[src/rtl/fetch_pkg.sv]
// Shared definitions for the instruction fetch stage: state encoding,
// reset/step defaults and a word-alignment helper.
package fetch_pkg;

  localparam int          INSTR_W          = 32;
  localparam logic [1:0]  ST_ADDR          = 2'd0;
  localparam logic [1:0]  ST_STROBE        = 2'd1;
  localparam logic [1:0]  ST_HOLD          = 2'd2;
  localparam logic [31:0] RESET_PC_DEFAULT = 32'h0000_016c;
  localparam logic [31:0] PC_STEP_DEFAULT  = 32'd4;

  typedef enum logic [1:0] {
    S_ADDR   = ST_ADDR,
    S_STROBE = ST_STROBE,
    S_HOLD   = ST_HOLD
  } fetch_state_e;

  function automatic logic [31:0] align_word(input logic [31:0] addr);
    return {addr[31:2], 2'b00};
  endfunction

endpackage

[src/rtl/instr_fetch.sv]
// Fetch stage: strobes the instruction ROM, captures the returned word and
// hands {instr, pc} to decode over valid/ready; execute redirects flush it.
module instr_fetch
  import fetch_pkg::*;
#(
  parameter logic [31:0] RESET_PC = RESET_PC_DEFAULT,
  parameter logic [31:0] PC_STEP  = PC_STEP_DEFAULT
) (
  input  logic               clk,
  input  logic               rst,
  output logic [31:0]        rom_addr,
  output logic               rom_cs,
  input  logic [INSTR_W-1:0] rom_data,
  output logic               ir_valid,
  input  logic               ir_ready,
  output logic [INSTR_W-1:0] ir_data,
  output logic [31:0]        ir_pc,
  input  logic               redirect_valid,
  input  logic [31:0]        redirect_pc,
  output logic               misalign_fault,
  output logic [31:0]        fetch_count
);

  fetch_state_e       state, state_n;
  logic [31:0]        pc, pc_n;
  logic [31:0]        rom_addr_n;
  logic               rom_cs_n;
  logic               ir_valid_n;
  logic [INSTR_W-1:0] ir_data_n;
  logic [31:0]        ir_pc_n;
  logic               fault_n;
  logic [31:0]        count_n;
  // Set on the first edge after reset release, so the first ROM strobe
  // cannot rise before the second edge.
  logic               armed;

  always_ff @(posedge clk or posedge rst) begin
    if (rst) begin
      state          <= S_ADDR;
      armed          <= 1'b0;
      pc             <= RESET_PC;
      rom_addr       <= RESET_PC;
      rom_cs         <= 1'b0;
      ir_valid       <= 1'b0;
      ir_data        <= '0;
      ir_pc          <= '0;
      misalign_fault <= 1'b0;
      fetch_count    <= '0;
    end else begin
      state          <= state_n;
      armed          <= 1'b1;
      pc             <= pc_n;
      rom_addr       <= rom_addr_n;
      rom_cs         <= rom_cs_n;
      ir_valid       <= ir_valid_n;
      ir_data        <= ir_data_n;
      ir_pc          <= ir_pc_n;
      misalign_fault <= fault_n;
      fetch_count    <= count_n;
    end
  end

  // rom_addr is reloaded on every entry to ADDR, so it is stable for the
  // whole ADDR/STROBE window; rom_cs is high only while in STROBE.
  always_comb begin
    state_n    = state;
    pc_n       = pc;
    rom_addr_n = rom_addr;
    rom_cs_n   = 1'b0;
    ir_valid_n = ir_valid;
    ir_data_n  = ir_data;
    ir_pc_n    = ir_pc;
    fault_n    = misalign_fault;
    count_n    = fetch_count;

    if (redirect_valid) begin
      state_n    = S_ADDR;
      pc_n       = align_word(redirect_pc);
      rom_addr_n = align_word(redirect_pc);
      ir_valid_n = 1'b0;
      if (redirect_pc[1:0] != 2'b00) fault_n = 1'b1;
    end else begin
      case (state)
        S_ADDR: begin
          if (armed) begin
            state_n  = S_STROBE;
            rom_cs_n = 1'b1;
          end
        end
        S_STROBE: begin
          ir_data_n  = rom_data;
          ir_pc_n    = pc;
          ir_valid_n = 1'b1;
          pc_n       = pc + PC_STEP;
          state_n    = S_HOLD;
        end
        S_HOLD: begin
          if (ir_ready) begin
            ir_valid_n = 1'b0;
            count_n    = fetch_count + 32'd1;
            rom_addr_n = pc;
            state_n    = S_ADDR;
          end
        end
        default: begin
          state_n    = S_ADDR;
          rom_addr_n = pc;
        end
      endcase
    end
  end

endmodule

[config.mk]
export PLATFORM = sky130hd
export DESIGN_NAME = instr_fetch
export DESIGN_NICKNAME = d
export VERILOG_FILES = /design/src/rtl/fetch_pkg.sv /design/src/rtl/instr_fetch.sv
export SDC_FILE = /design/constraint.sdc
export NUM_CORES = 1
export LEC_CHECK = 0
export CELL_PAD_IN_SITES_DETAIL_PLACEMENT = 1
export CELL_PAD_IN_SITES_GLOBAL_PLACEMENT = 1
export CORE_UTILIZATION = 49
export CTS_BUF_LIST = sky130_fd_sc_hd__clkbuf_16
export CTS_CLUSTER_SIZE = 25
export DETAILED_ROUTE_END_ITERATION = 8
export DONT_BUFFER_PORTS = 1
export GPL_TIMING_DRIVEN = 0
export PLACE_DENSITY = 0.82
export SLEW_MARGIN = 10
export SYNTH_ARGS = -nofsm -noshare
export SYNTH_HDL_FRONTEND = slang
export SYNTH_SLANG_ARGS = --single-unit
[constraint.sdc]
create_clock -name clk -period 6.42 [get_ports clk]
set_clock_uncertainty 0.2 [all_clocks]
set_input_delay 0 -clock clk [delete_from_list [all_inputs] [get_ports clk]]
set_output_delay 0 -clock clk [all_outputs]
set_load 0.01 [all_outputs]
* After elaboration in Yosys (flattened, before gate mapping) *
Index checks and enable logic that the tools add are counted.

word-level totals
  flip-flop bits (word level) = 166
  bits of input ports = 68
  output and inout port bits = 131
  word-level logic and storage cells = 44

operators by class
  add/sub/neg operators = 2
  eq/ne operators = 5
  mux-type cells = 15
  bitwise operators = 1
  reduce and logical (&&, ||, !) cells = 11

operator list
  cell                                                              count
  32-bit 2-to-1 mux                                                 4
  32-bit one-hot mux with 2 select lines                            1
  32-bit by 1-bit adder with 32-bit output (second input constant)  1
  32-bit by 3-bit adder with 32-bit output (second input constant)  1
  2-bit AND reduction                                               5
  2-bit 2-to-1 mux                                                  3
  3-bit != test (second input constant)                             2
  2-bit one-hot mux with 3 select lines                             1
  1-bit 2-to-1 mux                                                  5
  2-bit nonzero test                                                2
  3-bit AND reduction                                               1
  3-bit nonzero test                                                1
  2-bit by 1-bit == test with 1-bit output (second input constant)  1
  2-bit == test (second input constant)                             1
  2-bit zero test                                                   1
  2-bit by 1-bit != test with 1-bit output (second input constant)  1
  1-bit one-hot mux with 2 select lines                             1
  2-bit OR reduction                                                1
  1-bit NOT                                                         1

* Logic depth before layout (Yosys ltp) *
Gate-level depths: netlist of the first run.

  depth in word-level cells = 4
  mapped depth = 7
  depth with buffers taken out = 5

* Least setup slack after synthesis of the first run *
No wires, ideal clock.

  path kind = reg-to-reg
  start point = register pc[2]
  end point = register pc[22]
  library setup time = 124 ps
  arrival = 2063 ps
  setup slack = 4033 ps
  stages on the path, launching flop included = 7
  path buffers = 1
  path through = dfstp_2 > ha_1 > nand3b_1 > or4_4 > buf_6 > o31a_1 > o31a_1

between the ends
  word-level cells in the longest chain between the ends = 3

ends and longest elaborated chain
  element                                   RTL line           text
  from (decl)                               instr_fetch.sv:25  logic [31:0] pc, pc_n;
  from (signal assigned)                    instr_fetch.sv:52  pc <= pc_n;
  32-bit by 3-bit adder with 32-bit output  instr_fetch.sv:94  pc_n = pc + PC_STEP;
  32-bit 2-to-1 mux                         instr_fetch.sv:83  case (state)
  32-bit 2-to-1 mux                         instr_fetch.sv:76  if (redirect_valid) begin

Every way passes these cells. The select of a mux whose other input is x is not followed.
A chain may end at the register's enable or synchronous reset.

* Worst setup path in the final report of the first run *
  start point = register state[0]
  end point = register ir_pc[21]

between the ends
  word-level cells in the longest chain between the ends = 2

ends and longest elaborated chain
  element                                   RTL line           text
  from (decl)                               instr_fetch.sv:24  fetch_state_e state, state_n;
  from (signal assigned)                    instr_fetch.sv:50  state <= state_n;
  2-bit by 1-bit == test with 1-bit output  instr_fetch.sv:83
  2-bit AND reduction (no source line)      n/a
  to (signal assigned)                      instr_fetch.sv:57  ir_pc <= ir_pc_n;
  to (decl)                                 instr_fetch.sv:17  output logic [31:0] ir_pc,

Every way passes these cells.

==> results of run 1 <==
## where the power goes
part	total [mW]	internal, mW	switching, mW
registers	1.42	1.18	0.234
logic	0.324	0.169	0.155
clock network	1.11	0.688	0.421
total	2.85	2.04	0.809
## logic make-up (layout without fill, tap and decap cells)
family / count (synthesis) / in the layout / synth area share
AND/OR/NAND/NOR: 213 / 213 / 0.162
flip-flops: 161 / 161 / 0.560
AO/OA/AOI/OAI: 88 / 88 / 0.0706
multiplexers: 79 / 79 / 0.121
buffers and inverters: 45 / 146 / 0.0286
XOR/XNOR: 44 / 44 / 0.0534
adder cells (fa/ha/maj): 2 / 2 / 0.00347
other: 2 / 3 / 0.00104
## synthesized netlist by cell type (3+ instances only)
| master | count |
|---|---|
| dfrtp_1 | 151 |
| nand2_1 | 74 |
| mux2_2 | 63 |
| o21ai_0 | 54 |
| nand3_1 | 22 |
| xnor2_1 | 22 |
| xor2_1 | 22 |
| nor4_1 | 20 |
| clkbuf_1 | 19 |
| nand4_1 | 18 |
| mux2i_1 | 16 |
| a21oi_1 | 14 |
| nor2b_1 | 14 |
| nor3_1 | 12 |
| dfstp_2 | 10 |
| nor2_1 | 10 |
| and3_1 | 9 |
| buf_2 | 9 |
| o31a_1 | 9 |
| and4_1 | 8 |
| inv_1 | 7 |
| or4_1 | 6 |
| buf_1 | 5 |
| nand2b_1 | 5 |
| o21a_1 | 4 |
| buf_4 | 3 |
| nand3b_1 | 3 |
| nor4b_1 | 3 |
## registers in the layout (all words and copies together) (netlist names)
name and count:
armed 1, fetch_count 32, ir_data 32, ir_pc 30
ir_valid 1, misalign_fault 1, pc 30, rom_addr 31
rom_cs 1, state 2
## worst reg2reg max path, delay by kind of cell (launching register included)
family / cells / cell delay [ps]
buf+inv: 4 / 1490
simple gates: 2 / 330
flops: 1 / 320
mux: 1 / 380
## path summary, 6_finish.rpt
| kind | startpoint | end | slack, ps | depth (start not counted) |
|---|---|---|---|---|
| min in group asynchronous | rst | ir_data[9] | 560 | 4 |
| max in group asynchronous | rst | pc[8] | 4970 | 4 |
| hold reg to reg | rom_addr[6] | rom_addr[6] | 320 | 2 |
| setup reg to reg | state[0] | ir_pc[21] | 3580 | 7 |
| setup / recovery | state[0] | ir_pc[21] | 3580 | 7 |
| hold / removal | rom_data[14] | ir_data[14] | 60 | 2 |
## metrics by stage
stage	instance area, um2	cells	setup WS (ps)	total power [mW]	hold slack [ps]
floorplan	7220	635	1890	1.58	-85.6
global placement	7440	815	451	1.67	-83.7
detailed placement	7480	816	3650	1.70	-292
CTS	8820	916	3590	2.85	37.9
global route	8820	916	3400	2.95	59.1
finish	8820	916	3580	2.85	61.9
## metal layers
layer | vias to the layer above | GRT usage
li1 | 2431 | -
met1 | 2758 | 0.351
met2 | 230 | 0.521
met3 | 44 | 0.0909
met4 | 0 | 0.135
met5 | - | 0
## cell type report
type / instances / area, um2 / area share
inverter: 7 / 33.8 / 0.00383
clock inverter: 15 / 216 / 0.0246
tap: 180 / 225 / 0.0255
multi-input combinational: 429 / 2970 / 0.337
sequential: 161 / 4040 / 0.458
clock buffer: 17 / 425 / 0.0483
timing repair buffer: 69 / 726 / 0.0823
buffer: 38 / 180 / 0.0204
==> qor.yml, run 1 <==
clk_latency_ps: 420
syn_area_per_cell_um2: 11.4
final_hold_viol_count: 0
ir_worst_vdd_uv: 183
cp.arrival_ps: 2940
first_pass_iters: 5
fin_util: 0.625
dp.final_hpwl_um: 14400
synthTopCellsByArea: "dfrtp_1 52%, mux2_2 9.8%, nand2_1 3.9%"
ys_seq_area_frac: 0.560
critPathTopFamily: "buffers and inverters"
cts_max_level: 4
placementRows: 43
grt_use_total: 0.304
cellPowerDensity_nw_per_um2: 323
cts_root_buf: "clkbuf_16"
setup_viol: 0
yosys_warnings: 0
syn_to_final_growth_pct: 22.2
cts_setup_buffers: 0
post-synth-top-area-cell: "dfrtp_1"
synth_cell_types: 42
maxUsedRoutingLayer: "met4"
cts_buffers: 17
nets: 793
grt_pass1_wl_um: 34300
io_pins: 199
worstSetupStartpointType: "register"
numPortBuffers: 0
min_path_type: "input port to register"
via_per_inst: 5.96
overflow: 0
synth_top_area_frac: 0.524
m1WireLength_um: 8690
fin_crit_ps: 2840
synth_flop_cell: "dfrtp_1"
cts_tree: "built"
relSlewSlack: 0.384
cp_cell_sequence: "buf_2 -> nor2b_1 -> clkbuf_1 -> nor2b_1 -> clkbuf_1 -> buf_2 -> mux2_2"
layout-drive-gt1-share: 0.167
wl_per_cell_um: 24.2
power_leakage_nw: 3.78
drt_iter0_drc: 263
gp_congestion: 0.855
num_vias: 5463
crit_type: "register to register"
synth-async-reset-ratio: 1.00
cts_sinks: 161
drc_errors: 0
routed_wirelength_um: 22200
met3_length_um: 1710
netlist_area_um2: 7210
critical_path.max_stage_delay_ps: 550
synth_seq_cells: 161
fillers: 1446
worst_pin_slew_ps: 915
die_h_um: 123
grt_max_degree: 102
fmax_ghz: 0.352
cp-end-kind: "register"
slew_viol_final: 0
dieArea_um2: 15200
start_util: 0.512
ant_nets: 0
rsz0062_at_grt: "no"
worst_path_max_delay_cell: "clkbuf_1"
antenna_found_initial: 0
cp_num_buf_inv: 4
max_cap_viol_count: 0
die_w_um: 123
synth-edff-count: 0
grt_pass1_vias: 6241
setup_tns_ps: 0
cts.hold.buffers_added: 68
crit_path_max_fanout: 10
route.met2.wl_um: 11100
cts_resized: 0
crit_required_ps: 6520
synth_cells: 634
status: "finished clean"
antennaDiodeCount: 0
final_cell_mix: "151 x dfrtp_1, 74 x nand2_1, 67 x dlygate4sd3_1, 63 x mux2_2, 54 x o21ai_0"
path_clk_slew_ps: 60
fin_crit_sh: 0.443
clockBufferDepth: 2
core_area_um2: 14100
final_common_cell: "dfrtp_1"
Power figures use the tool's default switching activity.
==> run 2, diff against run 1 <==
- CORE_UTILIZATION: 49 -> 44
- PLACE_DENSITY: 0.82 -> 0.78
- clock period: 6.42 -> 2.3 ns (I/O delays scaled with it)
==> run 2 against run 1 <==
The run now ends with setup timing left. Sequential cell count unchanged. Cell area rose by 3.7%. Non-clock buffer count up 24. Count of clock-buffer cells in the layout stayed put. Via count up 1.9%. Clock power rose to 2.5 times the previous value. Power grew to 2.7 times the previous value. Global-route usage is 4.4 points lower.
==> qor.yml, run 2 (same netlist as run 1, synthesis figures left out) <==
layout_setup_ws_ps: -96.0
first_pass_iters: 4
numPortBuffers: 0
num_vias: 5566
die_h_um: 130
setup_viol: 3
worstSetupStartpointType: "register"
crit_path_max_fanout: 8
gp_congestion: 0.844
final_hold_viol_count: 0
wl_per_cell_um: 22.0
drt_iter0_drc: 238
fin_crit_ps: 2400
dp.final_hpwl_um: 13900
ant_nets: 0
timing.rr.end: "pc[20]"
dp.cells: 855
top_regs: "fetch_count x32, ir_data x32, rom_addr x31"
max_cap_viol_count: 0
rsz0062_at_grt: "yes"
hp-start: "rom_data[10]"
cp.arrival_ps: 2500
finalNonFillerCells: 976
io_pins: 199
final_common_cell: "dfrtp_1"
relSlewSlack: 0.396
layout-drive-gt1-share: 0.226
cts_sinks: 161
cts_max_level: 4
status: "finished, violations left"
clockBufferDepth: 2
syn_to_final_growth_pct: 26.8
violations: "setup timing"
min_path_cells: 2
grt_pass1_vias: 6077
nets: 817
ir_worst_vdd_uv: 513
placementRows: 46
r2r_slack_ps: -100
path_clk_slew_ps: 60
grt_max_degree: 42
dieArea_um2: 16900
worst_pin_slew_ps: 905
grt_use_total: 0.260
power_leakage_nw: 3.91
die_w_um: 130
drc_errors: 0
min_path_type: "input port to register"
cts_root_buf: "clkbuf_16"
cp-end-kind: "register"
cts_buffers: 17
start_util: 0.452
via_per_inst: 5.70
crit_required_ps: 2400
fin_util: 0.574
rr_worst_depth: 6
cellPowerDensity_nw_per_um2: 843
crit_type: "register to register"
antennaDiodeCount: 0
cts_tree: "built"
fin_crit_sh: 1.04
slew_viol_final: 0
final_cell_mix: "151 x dfrtp_1, 74 x nand2_1, 68 x dlygate4sd3_1, 63 x mux2_2, 49 x o21ai_0"
fmax_ghz: 0.417
core_area_um2: 15900
grt_pass1_wl_um: 32900
clk_latency_ps: 420
antenna_found_initial: 0
routed_wirelength_um: 21500
overflow: 0
reg2reg_from: "pc[2]"
min_to: "ir_data[10]"
## run 2: where the power goes
| group | switching, mW | leakage [nW] | internal, mW | total (mW) |
|---|---|---|---|---|
| sequential | 0.620 | 1.98 | 3.30 | 3.92 |
| combinational | 0.452 | 1.65 | 0.518 | 0.970 |
| clock | 1.21 | 0.286 | 1.61 | 2.82 |
## run 2: worst max-delay path, cell delays in order, from the launching register on
cell      delay [ps]
dfstp_2          570
ha_4             140
nand3b_1         120
or4_4            540
buf_8            160
o31a_1           280
a221o_1          270
## run 2: metal layers
layer,track usage,up-vias,wire length (um)
li1,-,2478,-
met1,0.293,2842,8260
met2,0.449,211,11200
met3,0.0902,35,1570
met4,0.103,0,470
met5,0,-,0
## run 2: final cells by class
| class | count | area [um2] |
|---|---|---|
| sequential | 161 | 4040 |
| multi-input combinational | 429 | 3070 |
| buffer | 38 | 225 |
| tap | 216 | 270 |
| timing repair buffer | 93 | 922 |
| clock inverter | 15 | 159 |
| clock buffer | 17 | 425 |
| fill | 1650 | 6800 |
| inverter | 7 | 30.0 |
## run 2: metrics by stage
stage               setup TNS (ps)  instance area [um2]  setup slack (ps)  hold WS, ps  power (mW)
floorplan                    -90.3                 7230             -61.1        -85.6        4.42
global placement           -127010                 7500              -666        -83.1        4.65
detailed placement          -33620                 7580              -499         -274        4.75
CTS                           -229                 9010             -72.9         39.4        7.72
global route                  -395                 9150              -124         44.8        8.04
finish                        -166                 9150             -96.0         58.6        7.71
## run 2: worst max path at each step
| stage | from | to | slack [ps] | cells after the start |
|---|---|---|---|---|
| after floorplan | pc[2] | pc[22] | -60 | 6 |
| after global placement | rst | ir_data[17] | -670 | 1 |
| after detailed placement | state[0] | ir_pc[12] | -500 | 7 |
| after CTS | pc[2] | pc[20] | -70 | 6 |
| after global routing | pc[2] | pc[20] | -120 | 6 |
| final | pc[2] | pc[20] | -100 | 6 |
## run 2: what timing repair did
action,4_1_cts,5_1_grt
hold endpoints to repair,259,0
setup endpoints to repair,81,97
buffers inserted,18,3
pin swaps,7,4
hold buffers,68,0
gates resized for setup,10,41
